`src/rtl/fsm_experiment_sequencer_pkg.sv`:
```
// ============================================================================
// fsm_experiment_sequencer_pkg : state codes and helpers for the sequencer
// Revision 1.0
// ============================================================================
`default_nettype none

package fsm_experiment_sequencer_pkg;

   localparam int STATE_W = 8;

   typedef enum logic [STATE_W-1:0] {
      ST_IDLE       = 8'h00,
      ST_WAIT_READY = 8'h01,
      ST_WAIT_PHASE = 8'h02,
      ST_WAIT_FG    = 8'h03,
      ST_DETONATE   = 8'h04,
      ST_WAIT_WIRE  = 8'h05,
      ST_TRIGGER    = 8'h06,
      ST_DONE       = 8'h07,
      ST_FAULT      = 8'hFF
   } state_t;

   // Bit positions of the conditioned asynchronous inputs
   localparam int c_IN_START = 0;
   localparam int c_IN_READY = 1;
   localparam int c_IN_FG    = 2;
   localparam int c_IN_PHASE = 3;
   localparam int c_IN_WIRE  = 4;
   localparam int c_N_IN     = 5;

   // Width needed to hold the value max_val (at least one bit)
   function automatic int bits_for(input int max_val);
      return (max_val < 2) ? 1 : $clog2(max_val + 1);
   endfunction

endpackage

`default_nettype wire

```
`src/rtl/fsm_experiment_sequencer_sync_edge_detect.sv`:
```
// ============================================================================
// sync_edge_detect : 2-FF synchroniser with registered level and edge pulses
// Revision 1.0
// ============================================================================
`default_nettype none

module sync_edge_detect (
   input  logic clock,
   input  logic reset_signal,
   input  logic async_in,
   output logic level,
   output logic rise,
   output logic fall
);

   logic r_meta;
   logic r_sync;
   logic r_prev;
   logic r_rise;
   logic r_fall;

   // level, rise and fall all update on the same edge so they stay aligned
   always_ff @(posedge clock or negedge reset_signal) begin
      if (!reset_signal) begin
         r_meta <= 1'b0;
         r_sync <= 1'b0;
         r_prev <= 1'b0;
         r_rise <= 1'b0;
         r_fall <= 1'b0;
      end else begin
         r_meta <= async_in;
         r_sync <= r_meta;
         r_prev <= r_sync;
         r_rise <= r_sync & ~r_prev;
         r_fall <= ~r_sync & r_prev;
      end
   end

   assign level = r_prev;
   assign rise  = r_rise;
   assign fall  = r_fall;

endmodule

`default_nettype wire

```
`src/rtl/fsm_experiment_sequencer.sv`:
```
// ============================================================================
// fsm_experiment_sequencer : arm / align / detonate / wire-break / N-channel
// delayed trigger sequencer. Optional WAIT_WIRE watchdog enabled by
// FSM_EXPERIMENT_SEQUENCER_WIRE_TIMEOUT_EN.
// Revision 1.0
// ============================================================================
`default_nettype none

module fsm_experiment_sequencer
   import fsm_experiment_sequencer_pkg::*;
#(
   parameter int CNT_W        = 32,
   parameter int N_CH         = 4,
   parameter int PHASE_SKIP   = 4,
   parameter int DET_PULSE    = 40,
   parameter int TRIG_PULSE   = 20,
   parameter int WIRE_TIMEOUT = 2_000_000
) (
   input  logic                  clock,
   input  logic                  reset_signal,
   input  logic                  start_signal,
   input  logic                  fg_signal,
   input  logic                  phase_signal,
   input  logic                  wire_signal,
   input  logic                  detector_ready,
   input  logic [N_CH*CNT_W-1:0] ch_delay,
   output logic                  detonation_signal,
   output logic [N_CH-1:0]       output_trigger,
   output logic [STATE_W-1:0]    scenario_state,
   output logic [CNT_W-1:0]      counter_out
);

   localparam int c_PH_W  = bits_for(PHASE_SKIP);
   localparam int c_DET_W = bits_for(DET_PULSE - 1);
   localparam int c_PLS_W = bits_for(TRIG_PULSE - 1);
   localparam logic [c_PH_W-1:0]  c_PHASE_SKIP = c_PH_W'(PHASE_SKIP);
   localparam logic [c_DET_W-1:0] c_DET_LAST   = c_DET_W'(DET_PULSE - 1);
   localparam logic [c_PLS_W-1:0] c_PLS_LAST   = c_PLS_W'(TRIG_PULSE - 1);

   // Reset asserts asynchronously and releases on a clock edge
   logic r_rst_meta;
   logic r_rst_n;
   always_ff @(posedge clock or negedge reset_signal) begin
      if (!reset_signal) begin
         r_rst_meta <= 1'b0;
         r_rst_n    <= 1'b0;
      end else begin
         r_rst_meta <= 1'b1;
         r_rst_n    <= r_rst_meta;
      end
   end

   logic [c_N_IN-1:0] w_async;
   logic [c_N_IN-1:0] w_level;
   logic [c_N_IN-1:0] w_rise;
   logic [c_N_IN-1:0] w_fall;
   logic              w_unused_in;

   assign w_async = {wire_signal, phase_signal, fg_signal, detector_ready, start_signal};

   generate
      for (genvar gi = 0; gi < c_N_IN; gi++) begin : g_sync
         sync_edge_detect u_sync (
            .clock        (clock),
            .reset_signal (r_rst_n),
            .async_in     (w_async[gi]),
            .level        (w_level[gi]),
            .rise         (w_rise[gi]),
            .fall         (w_fall[gi])
         );
      end
   endgenerate

   assign w_unused_in = ^{w_level, w_rise, w_fall};

   state_t                r_state;
   state_t                w_next_state;
   logic [c_PH_W-1:0]     r_phase_cnt;
   logic [c_DET_W-1:0]    r_det_cnt;
   logic [CNT_W-1:0]      r_counter;
   logic [N_CH-1:0]       w_ch_on;
   logic [N_CH-1:0]       w_ch_fin;
   logic                  w_wd_expired;

`ifdef FSM_EXPERIMENT_SEQUENCER_WIRE_TIMEOUT_EN
   localparam int c_WD_W = bits_for(WIRE_TIMEOUT - 1);
   localparam logic [c_WD_W-1:0] c_WD_LAST = c_WD_W'(WIRE_TIMEOUT - 1);
   logic [c_WD_W-1:0] r_wd_cnt;

   always_ff @(posedge clock or negedge r_rst_n) begin
      if (!r_rst_n)
         r_wd_cnt <= '0;
      else if (r_state != ST_WAIT_WIRE)
         r_wd_cnt <= '0;
      else if (r_wd_cnt != c_WD_LAST)
         r_wd_cnt <= r_wd_cnt + c_WD_W'(1);
   end

   assign w_wd_expired = (r_state == ST_WAIT_WIRE) && (r_wd_cnt == c_WD_LAST);
`else
   localparam int c_unused_wire_timeout = WIRE_TIMEOUT;
   assign w_wd_expired = 1'b0;
`endif

   always_ff @(posedge clock or negedge r_rst_n) begin
      if (!r_rst_n)
         r_state <= ST_IDLE;
      else
         r_state <= w_next_state;
   end

   always_comb begin
      w_next_state = r_state;
      unique case (r_state)
         ST_IDLE:       if (w_rise[c_IN_START]) w_next_state = ST_WAIT_READY;
         ST_WAIT_READY: if (w_level[c_IN_READY]) w_next_state = ST_WAIT_PHASE;
         ST_WAIT_PHASE: begin
            if (!w_level[c_IN_READY])           w_next_state = ST_FAULT;
            else if (r_phase_cnt == c_PHASE_SKIP) w_next_state = ST_WAIT_FG;
         end
         ST_WAIT_FG: begin
            // Losing the detector outranks a simultaneous gate opening
            if (!w_level[c_IN_READY]) w_next_state = ST_FAULT;
            else if (w_rise[c_IN_FG]) w_next_state = ST_DETONATE;
         end
         ST_DETONATE:   if (r_det_cnt == c_DET_LAST) w_next_state = ST_WAIT_WIRE;
         ST_WAIT_WIRE: begin
            if (w_rise[c_IN_WIRE]) w_next_state = ST_TRIGGER;
            else if (w_wd_expired) w_next_state = ST_FAULT;
         end
         ST_TRIGGER:    if (&w_ch_fin) w_next_state = ST_DONE;
         ST_DONE:       if (!w_level[c_IN_START]) w_next_state = ST_IDLE;
         ST_FAULT:      w_next_state = ST_FAULT;
         default:       w_next_state = ST_FAULT;
      endcase
   end

   always_comb begin
      detonation_signal = (r_state == ST_DETONATE);
      output_trigger    = (r_state == ST_TRIGGER) ? w_ch_on : '0;
      scenario_state    = r_state;
   end

   assign counter_out = r_counter;

   always_ff @(posedge clock or negedge r_rst_n) begin
      if (!r_rst_n) begin
         r_phase_cnt <= '0;
         r_det_cnt   <= '0;
         r_counter   <= '0;
      end else begin
         if (r_state != ST_WAIT_PHASE)
            r_phase_cnt <= '0;
         else if (w_rise[c_IN_PHASE] && r_phase_cnt != c_PHASE_SKIP)
            r_phase_cnt <= r_phase_cnt + c_PH_W'(1);

         if (r_state != ST_DETONATE)
            r_det_cnt <= '0;
         else
            r_det_cnt <= r_det_cnt + c_DET_W'(1);

         if (r_state == ST_IDLE) begin
            if (w_rise[c_IN_START])
               r_counter <= '0;
         end else if (r_state != ST_DONE && r_state != ST_FAULT && r_counter != '1) begin
            r_counter <= r_counter + CNT_W'(1);
         end
      end
   end

   // Each channel counts its delay down to zero, then holds the pulse high
   generate
      for (genvar gc = 0; gc < N_CH; gc++) begin : g_ch
         logic [CNT_W-1:0]   r_dly;
         logic [c_PLS_W-1:0] r_pls;
         logic               r_done;

         always_ff @(posedge clock or negedge r_rst_n) begin
            if (!r_rst_n) begin
               r_dly  <= '0;
               r_pls  <= '0;
               r_done <= 1'b0;
            end else if (r_state == ST_WAIT_WIRE && w_rise[c_IN_WIRE]) begin
               r_dly  <= ch_delay[gc*CNT_W +: CNT_W];
               r_pls  <= '0;
               r_done <= 1'b0;
            end else if (r_state == ST_TRIGGER && !r_done) begin
               if (r_dly != '0)
                  r_dly <= r_dly - CNT_W'(1);
               else if (r_pls == c_PLS_LAST)
                  r_done <= 1'b1;
               else
                  r_pls <= r_pls + c_PLS_W'(1);
            end
         end

         assign w_ch_on[gc]  = (r_dly == '0) && !r_done;
         assign w_ch_fin[gc] = r_done || (w_ch_on[gc] && r_pls == c_PLS_LAST);
      end
   endgenerate

endmodule

`default_nettype wire

```
`config.mk`:
```
export PLATFORM = sky130hd
export DESIGN_NAME = fsm_experiment_sequencer
export DESIGN_NICKNAME = d
export VERILOG_FILES = /design/src/rtl/fsm_experiment_sequencer_pkg.sv /design/src/rtl/fsm_experiment_sequencer_sync_edge_detect.sv /design/src/rtl/fsm_experiment_sequencer.sv
export SDC_FILE = /design/constraint.sdc
export NUM_CORES = 1
export LEC_CHECK = 0
export BUFFER_PORTS_ARGS = -buffer_cell sky130_fd_sc_hd__buf_2
export CAP_MARGIN = 20
export CORE_MARGIN = 10
export CORE_UTILIZATION = 62
export DETAILED_ROUTE_END_ITERATION = 10
export PLACE_DENSITY = 0.88
export SLEW_MARGIN = 20
export SYNTH_ARGS = -nofsm -noshare
export SYNTH_HDL_FRONTEND = slang
export SYNTH_SLANG_ARGS = --single-unit
```
`constraint.sdc`:
```
create_clock -name clock -period 13.9 [get_ports clock]
set_clock_uncertainty 0.15 [all_clocks]
set_input_delay 1.39 -clock clock [delete_from_list [all_inputs] [get_ports clock]]
set_output_delay 1.39 -clock clock [all_outputs]
set_load 0.1 [all_outputs]
```
==> impl_results.rst, run 1 <==
.. list-table::
   :header-rows: 1

   * - Metric
     - Value
   * - Outcome
     - complete, no violations
   * - Endpoint of the lowest-slack register-to-register path
     - g_ch[3].r_dly[21]
   * - Most used flip-flop cell after synthesis
     - dfrtp_1
   * - Main combinational cell family by area after synthesis
     - simple AND/OR/NAND/NOR gates
   * - Hpwl dp
     - 21100 µm
   * - Hold EP
     - g_sync[2].u_sync.r_sync
   * - Post-route DRC violation count
     - 0
   * - Initial cell density of the core
     - 62.8%
   * - Crit path buf inv count
     - 1
   * - I/O pin count
     - 180
   * - Unique masters post-synth
     - 73
   * - Slowest library cell on the worst path
     - or4_4
   * - Gate family responsible for the most delay along the worst path
     - simple AND/OR/NAND/NOR gates
   * - Number of global-route vias before repair
     - 10100
   * - Core Box Area
     - 18600 µm²
   * - Launch instance of the worst min-delay path
     - g_sync[2].u_sync.r_meta
   * - Largest net degree at the start of global routing
     - 163
   * - Total of max-cap violations
     - 0
   * - Max rail drop VDD
     - 0.000155 V
   * - Share of the synthesized area in compound gates (AO/OA/AOI/OAI)
     - 12.7%
   * - Share of synthesized flip-flops with an asynchronous set or reset
     - 100%
   * - TritonCTS clock tree
     - yes
   * - Fill cell count
     - 1330
   * - GR met2 Demand/Resource
     - 39.0%
   * - Post-Synth XOR/XNOR Area
     - 8.16%
   * - Number of warnings printed during yosys synthesis
     - 0
   * - CTS Buf Count
     - 24
   * - Number of endpoints failing setup at the final stage
     - 0
   * - DRT Wirelength
     - 30100 µm
   * - Post-route worst setup slack
     - 9180 ps
   * - Share of synthesized area spent on multiplexers
     - 1.64%
   * - Reg2Reg Launch Point
     - g_ch[3].r_dly[20]
   * - Power density over cell area
     - 160 nW/µm²
   * - Input/output buffers
     - 179
   * - Most used routing layer in global routing
     - met2
   * - Data required time at the worst endpoint
     - 12360 ps
   * - Endpoint class of the critical path
     - primary output
   * - Drt pass-1 iters
     - 5
   * - Category of the worst setup path launch point
     - register
   * - List of cells traversed by the critical path
     - or4_4 > or4b_4 > or2_0 > nor3_1 > buf_2
   * - Met3 usage
     - 4.39%
   * - Total count of max-transition violations in the final report
     - 0
   * - Layout cells sized above 1
     - 19.1%
   * - Tightest Hold Check Type
     - reg2reg
   * - Total count of hold-check failures in the final report
     - 0
   * - Total global routing track utilization
     - 23.8%
   * - Normalized max-slew margin
     - 28.6%
   * - Cts repair resizes
     - 0
   * - Min cycle time layout
     - 4720 ps
   * - Signal arrival time at the worst endpoint
     - 3180 ps
   * - Largest buffer count on any clock path
     - 3
   * - Clock Latency Late Sink
     - 520 ps
   * - Fraction of the mapped netlist area in simple logic gates
     - 26.3%
   * - Maximum level of the CTS H-tree
     - 1
   * - FF+latch count, synth
     - 218
   * - Final nets
     - 1568
   * - Area of the die
     - 24800 µm²
   * - R2R setup slack
     - 10410 ps
   * - Fraction of the mapped netlist area in adder cells
     - 1.71%
   * - Post-synthesis area per instance
     - 9.27 µm²
   * - Worst-margin pin slew
     - 1070 ps
   * - Number of setup buffers added after CTS
     - 0
   * - Worst-case reg-to-reg path depth
     - 6
   * - Quantity of hold-fixing buffers added after cts
     - 0
   * - Cell depth of the worst min-delay path
     - 0
   * - Die height
     - 157 µm
   * - Critical path start-end classification
     - reg2out
   * - Initial antenna violation count
     - 3
   * - Upper clock frequency limit
     - 212 MHz
   * - Clk root buf
     - clkbuf_16
   * - Wire length of the first global-routing pass
     - 49300 µm
   * - Leftover overflow at the end of global routing
     - 0
   * - Average wire per standard cell
     - 18.0 µm
   * - Clk slew on worst S/H paths
     - 60 ps
   * - Vias post-DR
     - 10300
   * - DRC marker count from the first detailed-route iteration
     - 632
   * - Post-synthesis instance total
     - 1262
   * - Cell Area, Synth
     - 11700 µm²
   * - Largest incremental delay on the critical path
     - 550 ps
   * - Met1 track demand over resource in global routing
     - 31.2%
   * - RSZ-0062 raised after global routing
     - false
   * - Number of enable-type register cells in the synthesized netlist
     - 0
   * - Row cnt
     - 50
   * - Number of clock sinks
     - 218
   * - ANT nets after route
     - 0
   * - Area growth from synthesis to layout
     - 16.0%
   * - LEAKAGE
     - 0.00553 µW
   * - Part of the cycle the worst path needs
     - 34.0%
   * - Part of the Yosys area used for sequential elements
     - 46.6%
   * - Horizontal die dimension
     - 157 µm
   * - Sum of negative setup slack
     - 0 ps
   * - Vias per inst
     - 6.15
   * - Largest fanout of any net on the critical path
     - 9
   * - Post-place setup slack
     - 9740 ps
   * - GPL Wtd Cong
     - 0.913
   * - Synthesized net count
     - 1413
## placed cells by master, fill, tap and decap left out, types with 7 or more instances in the layout
cell	Yosys	layout
o311ai_0	14	14
buf_2	8	179
a21oi_1	34	34
nand2b_1	11	11
xor2_1	47	47
a31oi_1	19	18
clkinv_2	0	7
o21ai_0	75	75
o211ai_1	27	27
nor2_1	128	128
nor4_1	32	32
and4_1	10	10
nand3_1	54	54
nor2b_1	7	7
mux2_2	9	9
buf_4	4	10
dfrtp_1	218	217
nand4_1	25	25
or2_2	10	10
inv_1	23	23
clkbuf_16	0	25
xnor2_1	62	62
a221o_1	7	7
or3_1	29	29
nand2_1	147	147
mux2i_1	9	9
nor3_1	60	59
ha_1	16	16
and3_1	10	10
or4_1	23	23
## metal layers
| metal | vias up | wire (µm) |
|---|---|---|
| met1 | 4893 | 12800 |
| met3 | 64 | 2220 |
| met2 | 391 | 14300 |
| li1 | 4927 | - |
| met5 | - | 13 |
| met4 | 2 | 775 |
## worst max path at each step
stage / depth (start not counted) / slack [ps] / end / start
3_5_place_dp: 4 / 9740 / output_trigger[0] / g_ch[0].r_dly[10]
3_3_place_gp: 5 / 9790 / output_trigger[2] / g_ch[2].r_dly[27]
6_report: 5 / 9180 / output_trigger[2] / g_ch[2].r_dly[27]
4_1_cts: 4 / 9120 / output_trigger[0] / g_ch[0].r_dly[10]
2_1_floorplan: 0 / 7230 / counter_out[0] / r_rst_n
5_1_grt: 4 / 8910 / output_trigger[0] / g_ch[0].r_dly[10]
## report_power, final
group	switching, µW	internal, µW
registers	174	788
logic	359	212
clock network	254	392
## Yosys cell counts (10+ instances only)
cell type / n / area (µm²)
dfrtp_1: 218 / 5460
nand2_1: 147 / 552
nor2_1: 128 / 480
o21ai_0: 75 / 375
xnor2_1: 62 / 543
nor3_1: 60 / 300
nand3_1: 54 / 270
clkbuf_1: 48 / 180
xor2_1: 47 / 412
a21oi_1: 34 / 170
nor4_1: 32 / 200
or3_1: 29 / 181
o211ai_1: 27 / 203
nand4_1: 25 / 156
inv_1: 23 / 86.3
or4_1: 23 / 173
a31oi_1: 19 / 119
ha_1: 16 / 200
o311ai_0: 14 / 123
nand2b_1: 11 / 68.8
and3_1: 10 / 62.6
and4_1: 10 / 87.6
or2_2: 10 / 62.6
## registers in the layout (all words and copies together), names as in the netlist
signal                count
r_rst_n                   1
scenario_state            4
g_sync.u_sync.r_sync      5
r_rst_meta                1
counter_out              32
g_ch.r_done               4
g_ch.r_dly              128
g_sync.u_sync.rise        4
g_sync.u_sync.r_meta      5
g_ch.r_pls               20
r_det_cnt                 6
r_phase_cnt               3
g_sync.u_sync.level       5
## kinds of logic after synthesis
logic type,after synthesis
flip-flops,218
adder cells (fa/ha/maj),16
buffers and inverters,84
AO/OA/AOI/OAI,225
other,1
XOR/XNOR,109
AND/OR/NAND/NOR,591
multiplexers,18
## worst reg2reg max path, cell delays in order, from the launching register on
cell and delay [ps]:
dfrtp_1 400, or4_1 590, or4_1 710, o31ai_2 770
and2_1 460, o21ai_0 140, o311ai_0 130
## through the flow
step,hold slack [ps],utilization (%),std cells,cell area [µm²],power (µW)
floorplan,181,-,1262,11700,1390
finish,200,72.8,1671,13600,2180
detailed placement,188,68.4,1625,12800,1530
CTS,204,72.7,1669,13600,2180
global placement,185,68.4,1625,12800,1500
global route,214,72.8,1670,13600,2290
## layout make-up
cell class	instances	area, µm²	share of cell area, %
clock inverter	9	95.1	0.700
timing repair buffer	190	991	7.30
multi-input combinational	960	5930	43.7
tap	234	293	2.16
inverter	23	86.3	0.636
antenna	2	5.00	0.0369
sequential	218	5460	40.2
clock buffer	35	713	5.25
No activity file was read; power rests on OpenSTA's default activity.
==> run 2: changes to the inputs <==
--- a/config.mk
+++ b/config.mk
@@ -8,9 +8,9 @@
 export BUFFER_PORTS_ARGS = -buffer_cell sky130_fd_sc_hd__buf_2
 export CAP_MARGIN = 20
 export CORE_MARGIN = 10
-export CORE_UTILIZATION = 62
+export CORE_UTILIZATION = 58
 export DETAILED_ROUTE_END_ITERATION = 10
-export PLACE_DENSITY = 0.88
+export PLACE_DENSITY = 0.83
 export SLEW_MARGIN = 20
 export SYNTH_ARGS = -nofsm -noshare
 export SYNTH_HDL_FRONTEND = slang
==> constraint.sdc (replaced) <==
create_clock -name clock -period 4.7 [get_ports clock]
set_clock_uncertainty 0.15 [all_clocks]
set_input_delay 0.47 -clock clock [delete_from_list [all_inputs] [get_ports clock]]
set_output_delay 0.47 -clock clock [all_outputs]
set_load 0.1 [all_outputs]
==> run 2 against run 1 <==
Against the previous run:
- die area grew 6.0%
- wire length down 0.40%
- register-to-register slack lost 9000 ps
- worst hold slack lost 190 ps
- largest power group unchanged
- highest routed layer unchanged
==> impl_results.rst, run 2 (same netlist as run 1, synthesis figures left out) <==
.. list-table::
   :header-rows: 1

   * - Metric
     - Value
   * - Average wire per standard cell
     - 17.4 µm (-3.1%)
   * - Number of endpoints failing setup at the final stage
     - 0 (unchanged)
   * - Final nets
     - 1584 (+1.0%)
   * - Largest buffer count on any clock path
     - 3 (unchanged)
   * - Total count of hold-check failures in the final report
     - 0 (unchanged)
   * - Area growth from synthesis to layout
     - 18.0%
   * - GPL Wtd Cong
     - 0.891 (-2.4%)
   * - R2R setup slack
     - 1380 ps (-9030 ps)
   * - CTS Buf Count
     - 24 (unchanged)
   * - Power density over cell area
     - 467 nW/µm² (+190%)
   * - Outcome
     - complete, no violations
   * - Most frequent cells in the layout
     - 217 x dfrtp_1, 179 x buf_2, 147 x nand2_1, 128 x nor2_1, 75 x o21ai_0
   * - Data required time at the worst endpoint
     - 4080 ps (-8280 ps)
   * - TritonCTS clock tree
     - yes
   * - Post-route DRC violation count
     - 0 (unchanged)
   * - Maximum level of the CTS H-tree
     - 1 (unchanged)
   * - Register ranked first by flip-flop count
     - g_ch.r_dly
   * - Layout cells sized above 1
     - 18.8% (-0.27 points)
   * - I/O pin count
     - 180 (unchanged)
   * - Worst-margin pin slew
     - 1050 ps (-23.0 ps)
   * - Core Box Area
     - 19700 µm² (+5.4%)
   * - Max rail drop VDD
     - 0.000368 V (+140%)
   * - Signal arrival time at the worst endpoint
     - 3210 ps (+30 ps)
   * - Total global routing track utilization
     - 21.9% (-1.9 points)
   * - Critical path start-end classification
     - reg2out
   * - DRC marker count from the first detailed-route iteration
     - 750 (+19%)
   * - Wire length of the first global-routing pass
     - 48800 µm (-0.99%)
   * - Clk slew on worst S/H paths
     - 60 ps (about the same)
   * - Number of global-route vias before repair
     - 9855 (-2.0%)
   * - Min cycle time layout
     - 3830 ps
   * - Horizontal die dimension
     - 162 µm (+3.0%)
   * - Row cnt
     - 51 (+2.0%)
   * - DRT Wirelength
     - 30000 µm (-0.40%)
   * - RSZ-0062 raised after global routing
     - false
   * - Normalized max-slew margin
     - 29.9% (+1.4 points)
   * - Clock Latency Late Sink
     - 520 ps (about the same)
   * - Part of the cycle the worst path needs
     - 81.5%
   * - Vias per inst
     - 5.96 (-3.1%)
   * - Clk root buf
     - clkbuf_16
   * - LEAKAGE
     - 0.00560 µW (+1.3%)
   * - Area of the die
     - 26300 µm² (+6.0%)
   * - Largest incremental delay on the critical path
     - 630 ps (+80 ps)
   * - Slowest library cell on the worst path
     - nor3_1
   * - Upper clock frequency limit
     - 261 MHz
   * - Largest fanout of any net on the critical path
     - 7 (-2)
   * - Category of the worst setup path launch point
     - register
   * - Post-place setup slack
     - 1420 ps (-8330 ps)
   * - Largest register FFs
     - 128 (unchanged)
   * - Number of setup buffers added after CTS
     - 0 (unchanged)
   * - Largest net degree at the start of global routing
     - 185 (+13%)
   * - Drt pass-1 iters
     - 5 (unchanged)
   * - Input/output buffers
     - 179 (unchanged)
   * - Initial cell density of the core
     - 59.6% (-3.2 points)
   * - Sum of negative setup slack
     - 0 ps (unchanged)
   * - Number of clock sinks
     - 218 (unchanged)
   * - Leftover overflow at the end of global routing
     - 0 (unchanged)
   * - Most frequent standard cell in the layout excluding fill and tap cells
     - dfrtp_1
   * - Post-route worst setup slack
     - 869 ps (-8310 ps)
   * - Endpoint class of the critical path
     - primary output
   * - Hpwl dp
     - 20800 µm (-1.5%)
   * - Tightest Hold Check Type
     - in2reg
   * - ANT nets after route
     - 0 (unchanged)
   * - Total count of max-transition violations in the final report
     - 0 (unchanged)
   * - Die height
     - 162 µm (+3.0%)
   * - List of cells traversed by the critical path
     - or4_1 > nor3_1 > nand3_1 > nor2_1 > buf_2
   * - Total of max-cap violations
     - 0 (unchanged)
   * - Vias post-DR
     - 10200 (-0.41%)
   * - Initial antenna violation count
     - 6 (+3)
-- run 2: changes by cell type in the layout (fill, tap and decap cells not counted), moves of 2 or more --
cell           change
buf_12             +2
clkinv_2           -5
dlygate4sd3_1     +16
nor4_1             -2
clkbuf_8           +4
nor4_2             +2
buf_4              -2
-- run 2: path summary, 6_finish.rpt --
check | start | endpoint | cells after the start
setup / recovery | g_ch[1].r_dly[24] | output_trigger[1] | 5
hold / removal | ch_delay[13] | g_ch[0].r_dly[13] | 3
setup reg to reg | scenario_state[6] | g_ch[1].r_dly[30] | 6
hold reg to reg | r_rst_n | g_ch[1].r_dly[27] | 0
max in group asynchronous | r_rst_n | counter_out[13] | 1
min in group asynchronous | r_rst_n | g_ch[1].r_dly[27] | 0
-- run 2: timing repair --
item | in CTS | in global routing
hold buffers | 16 | 0
endpoints found under the setup margin | 0 | 0
gates resized for setup | 0 | 0
hold endpoints to repair | 17 | 0
-- run 2: worst max-delay path, delay by kind of cell (launching register included) --
kind / cells / cell delay, ps
flip-flops: 1 / 420
AND/OR/NAND/NOR: 4 / 1790
buffers and inverters: 1 / 480
-- run 2: power by group --
part / internal, µW / total [µW] / switching, µW
Clock: 1160 / 1900 / 738
Combinational: 644 / 1710 / 1060
Sequential: 2330 / 2840 / 515
Total: 4140 / 6450 / 2320
-- run 2: cell type report --
class / count / area, µm²
fill: 1474 / 5840
sequential: 218 / 5460
clock buffer: 40 / 772
antenna: 3 / 7.51
clock inverter: 3 / 40.0
tap: 265 / 332
timing repair buffer: 206 / 1180
inverter: 23 / 86.3
multi-input combinational: 960 / 5940
-- run 2: metal layers --
layer | track usage, % | up-vias | part of all wire (%)
met3 | 5.31 | 57 | 7.6
met5 | 0 | - | 0.090
met4 | 7.15 | 4 | 2.5
met2 | 35.0 | 345 | 46
li1 | - | 4921 | -
met1 | 28.8 | 4908 | 44
-- run 2: through the flow --
step	cell area, µm²	instances	util (%)	total power, µW	hold WS, ps
5_1_grt	13800	1717	70.3	6800	12.2
6_report	13800	1718	70.3	6450	13.7
4_1_cts	13800	1715	70.2	6460	1.55
3_3_place_gp	12800	1656	65.3	4440	111
3_5_place_dp	12800	1656	65.3	4530	113
2_1_floorplan	11700	1262	-	4110	24.4
==> run 3: changes to the inputs <==
--- a/config.mk
+++ b/config.mk
@@ -5,10 +5,11 @@
 export SDC_FILE = /design/constraint.sdc
 export NUM_CORES = 1
 export LEC_CHECK = 0
+export ABC_AREA = 1
 export BUFFER_PORTS_ARGS = -buffer_cell sky130_fd_sc_hd__buf_2
 export CAP_MARGIN = 20
 export CORE_MARGIN = 10
-export CORE_UTILIZATION = 58
+export CORE_UTILIZATION = 59
 export DETAILED_ROUTE_END_ITERATION = 10
 export PLACE_DENSITY = 0.83
 export SLEW_MARGIN = 20
==> constraint.sdc (replaced) <==
create_clock -name clock -period 3.65 [get_ports clock]
set_clock_uncertainty 0.15 [all_clocks]
set_input_delay 0.365 -clock clock [delete_from_list [all_inputs] [get_ports clock]]
set_output_delay 0.365 -clock clock [all_outputs]
set_load 0.1 [all_outputs]
==> run 3 against run 2 <==
Against the previous run:
- critical path type unchanged
- first-iteration DRC count rose by 77%
- sequential share of layout area fell by 7.2 points
- largest power group is now combinational logic
- non-clock buffer count rose by 95
- synthesized area rose by 19%
- count of clock-buffer cells in the layout fell by 3
- flip-flop and latch count did not move
==> impl_results.rst, run 3 <==
.. list-table::
   :header-rows: 1

   * - Metric
     - Value
   * - Normalized max-slew margin
     - 38.7% (+8.8 points)
   * - Initial antenna violation count
     - 4 (-2)
   * - Post-synthesis instance total
     - 1909 (+51%)
   * - R2R setup slack
     - 890 ps (-490 ps)
   * - Die height
     - 173 µm (+7.0%)
   * - Dominant cells by area after synthesis
     - dfrtp_1 39%, nand2_1 11%, nor2_1 7.9%
   * - ANT nets after route
     - 0 (unchanged)
   * - Area taken by flip-flops and latches
     - 5460 µm² (unchanged)
   * - Cts repair resizes
     - 0 (unchanged)
   * - Unique masters post-synth
     - 48 (-34%)
   * - Vias post-DR
     - 14200 (+39%)
   * - Slowest library cell on the worst path
     - buf_2
   * - Clock Latency Late Sink
     - 530 ps (about the same)
   * - Row cnt
     - 56 (+9.8%)
   * - Most used flip-flop cell after synthesis
     - dfrtp_1
   * - Register ranked first by flip-flop count
     - g_ch.r_dly
   * - FF+latch count, synth
     - 218 (unchanged)
   * - Fill cell count
     - 1821 (+24%)
   * - Largest buffer count on any clock path
     - 3 (unchanged)
   * - Area of the die
     - 30100 µm² (+15%)
   * - Worst-margin pin slew
     - 919 ps (-130 ps)
   * - Endpoint of the lowest-slack register-to-register path
     - g_ch[3].r_dly[19]
   * - Launch instance of the worst min-delay path
     - ch_delay[52]
   * - Hold EP
     - g_ch[1].r_dly[20]
   * - Area of combinational cells with multiple inputs
     - 7430 µm² (+25%)
   * - Total global routing track utilization
     - 26.6% (+4.7 points)
   * - Total of max-cap violations
     - 0 (unchanged)
   * - Area growth from synthesis to layout
     - 21.5%
   * - Number of global-route vias before repair
     - 14100 (+43%)
   * - DRT Wirelength
     - 41000 µm (+37%)
   * - Most numerous cell in the Yosys netlist
     - nand2_1
   * - DRC marker count from the first detailed-route iteration
     - 1327 (+77%)
   * - Worst-case reg-to-reg path depth
     - 10 (+4)
   * - GPL Wtd Cong
     - 0.957 (+7.4%)
   * - Largest register FFs
     - 128 (unchanged)
   * - Number of warnings printed during yosys synthesis
     - 0 (unchanged)
   * - Reg2Reg Launch Point
     - g_ch[3].r_dly[0]
   * - Instance area at placement
     - 15000 µm² (+17%)
   * - Post-synthesis area per instance
     - 7.28 µm² (-22%)
   * - Initial cell density of the core
     - 59.6% (about the same)
   * - Post-route DRC violation count
     - 0 (unchanged)
   * - Horizontal die dimension
     - 173 µm (+7.0%)
   * - Synthesized net count
     - 2060 (+46%)
   * - Number of endpoints failing setup at the final stage
     - 0 (unchanged)
   * - Tightest Hold Check Type
     - in2reg
   * - Part of the Yosys area used for sequential elements
     - 39.3% (-7.3 points)
   * - Gate family responsible for the most delay along the worst path
     - simple AND/OR/NAND/NOR gates
   * - Endpoint class of the critical path
     - primary output
   * - Input/output buffers
     - 179 (unchanged)
   * - Total count of hold-check failures in the final report
     - 0 (unchanged)
   * - Cell total after placement
     - 2361 (+43%)
   * - Data required time at the worst endpoint
     - 3130 ps (-950 ps)
   * - Share of synthesized flip-flops with an asynchronous set or reset
     - 100% (unchanged)
   * - Largest net degree at the start of global routing
     - 75 (-59%)
   * - Leftover overflow at the end of global routing
     - 0 (unchanged)
   * - Total non-filler cell area in the finished layout
     - 16900 µm² (+22%)
   * - Min cycle time layout
     - 2980 ps
   * - Sum of negative setup slack
     - 0 ps (unchanged)
   * - Number of clock sinks
     - 218 (unchanged)
   * - Layout cells sized above 1
     - 14.9% (-3.9 points)
   * - Critical path start-end classification
     - reg2out
   * - Total count of max-transition violations in the final report
     - 0 (unchanged)
   * - Part of the cycle the worst path needs
     - 81.6%
   * - I/O pin count
     - 180 (unchanged)
   * - Quantity of hold-fixing buffers added after cts
     - 105 (+89)
   * - Core Box Area
     - 23300 µm² (+19%)
   * - CTS Buf Count
     - 25 (+4.2%)
   * - Final core utilization
     - 72.4% (+2.1 points)
   * - Average wire per standard cell
     - 16.3 µm (-6.8%)
   * - Max rail drop VDD
     - 0.000637 V (+73%)
   * - LEAKAGE
     - 0.00781 µW (+40%)
   * - Clk slew on worst S/H paths
     - 60 ps (about the same)
   * - Crit path buf inv count
     - 3 (+2)
   * - Tot Pwr
     - 11500 µW (+78%)
   * - Number of enable-type register cells in the synthesized netlist
     - 0 (unchanged)
   * - Signal arrival time at the worst endpoint
     - 2460 ps (-750 ps)
   * - Category of the worst setup path launch point
     - register
   * - Cell Area, Synth
     - 13900 µm² (+19%)
   * - Largest incremental delay on the critical path
     - 470 ps (-160 ps)
   * - Cell type contributing the most total cell area after synthesis
     - dfrtp_1
   * - Hpwl dp
     - 27400 µm (+32%)
   * - Clk root buf
     - clkbuf_16
   * - Most frequent standard cell in the layout excluding fill and tap cells
     - nand2_1
   * - Number of setup buffers added after CTS
     - 0 (unchanged)
   * - Outcome
     - complete, no violations
   * - Wire length of the first global-routing pass
     - 69000 µm (+41%)
   * - List of cells traversed by the critical path
     - inv_1 > ha_1 > inv_1 > nor4_1 > nand4_1 > nor3_2 > buf_2
   * - Cell depth of the worst min-delay path
     - 3 (unchanged)
   * - Drt pass-1 iters
     - 6 (+1)
   * - Non-filler cells, final
     - 2518 (+47%)
   * - Upper clock frequency limit
     - 336 MHz
   * - Power density over cell area
     - 679 nW/µm² (+45%)
   * - List of most frequent post-synthesis cells
     - 423 x nand2_1, 293 x nor2_1, 218 x dfrtp_1
   * - Maximum level of the CTS H-tree
     - 1 (unchanged)
   * - Most frequent cells in the layout
     - 423 x nand2_1, 293 x nor2_1, 217 x dfrtp_1, 179 x buf_2, 164 x inv_1
   * - Largest fanout of any net on the critical path
     - 6 (-1)
   * - Vias per inst
     - 5.65 (-5.2%)
   * - RSZ-0062 raised after global routing
     - false
   * - Cell repeated most along the worst path
     - inv_1
   * - TritonCTS clock tree
     - yes
   * - Final nets
     - 2326 (+47%)
   * - Share of the synthesized area in the top cell type
     - 39.3% (-7.3 points)
run 3: cell count changes after synthesis, sizes merged, moves of 19 or more:
cell and change:
clkbuf -38, nand2 +288, nor2 +208, or4 -24
nor4 -24, xnor2 -28, or3 -29, o21ai +73
xor2 +19, nand3 +97, buf +39, nand4 +22
inv +155
run 3: power breakdown:
group | switching [µW] | leakage, µW | internal (µW)
combinational | 3220 | 0.00464 | 1630
sequential | 958 | 0.00277 | 3200
clock | 1040 | 0.000402 | 1420
run 3: per-layer routing:
layer / routed length [µm] / vias up / global-route usage, %
met4: 1030 / 0 / 8.05
met2: 20000 / 594 / 45.5
met3: 2780 / 105 / 4.40
li1: - / 6832 / -
met5: 0 / - / 0
met1: 17100 / 6696 / 33.7
run 3: worst min-delay path, cell delays in order:
cell and delay [ps]:
buf_2 70, o21ai_0 60, o21ai_0 150
run 3: logic make-up after synthesis:
logic type                 Yosys count  share of synthesized area (%)
buffers and inverters              241                           7.41
adders and majority gates           16                           1.44
AOI/OAI and AO/OA                  277                           11.6
and+or+nand+nor                   1056                           33.9
other                                1                         0.0270
DFF                                218                           39.3
xor gates and xnor gates           100                           6.30
run 3: final cells by class:
cell class / instances / share of cell area [%]
multi-input combinational: 1450 / 44.0
sequential: 218 / 32.3
clock inverter: 9 / 0.304
antenna: 5 / 0.0741
inverter: 179 / 4.01
tap: 319 / 2.36
clock buffer: 37 / 4.45
timing repair buffer: 301 / 12.4
run 3: worst max path at each step:
stage                       from           endpoint  cells after the start
2_1_floorplan  scenario_state[1]  output_trigger[2]                      6
3_3_place_gp    g_ch[3].r_dly[0]  g_ch[3].r_dly[29]                     11
3_5_place_dp    g_ch[3].r_dly[0]  g_ch[3].r_dly[31]                     11
4_1_cts         g_ch[3].r_dly[0]  output_trigger[3]                      7
5_1_grt         g_ch[3].r_dly[0]  output_trigger[3]                      7
6_report        g_ch[3].r_dly[0]  output_trigger[3]                      7
run 3: per-stage QoR:
stage,setup slack [ps],hold WS (ps)
after detailed placement,986,3.43
final,672,8.83
after global routing,437,19.0
after floorplan,279,-80.6
after CTS,683,0.353
after global placement,1050,0.902
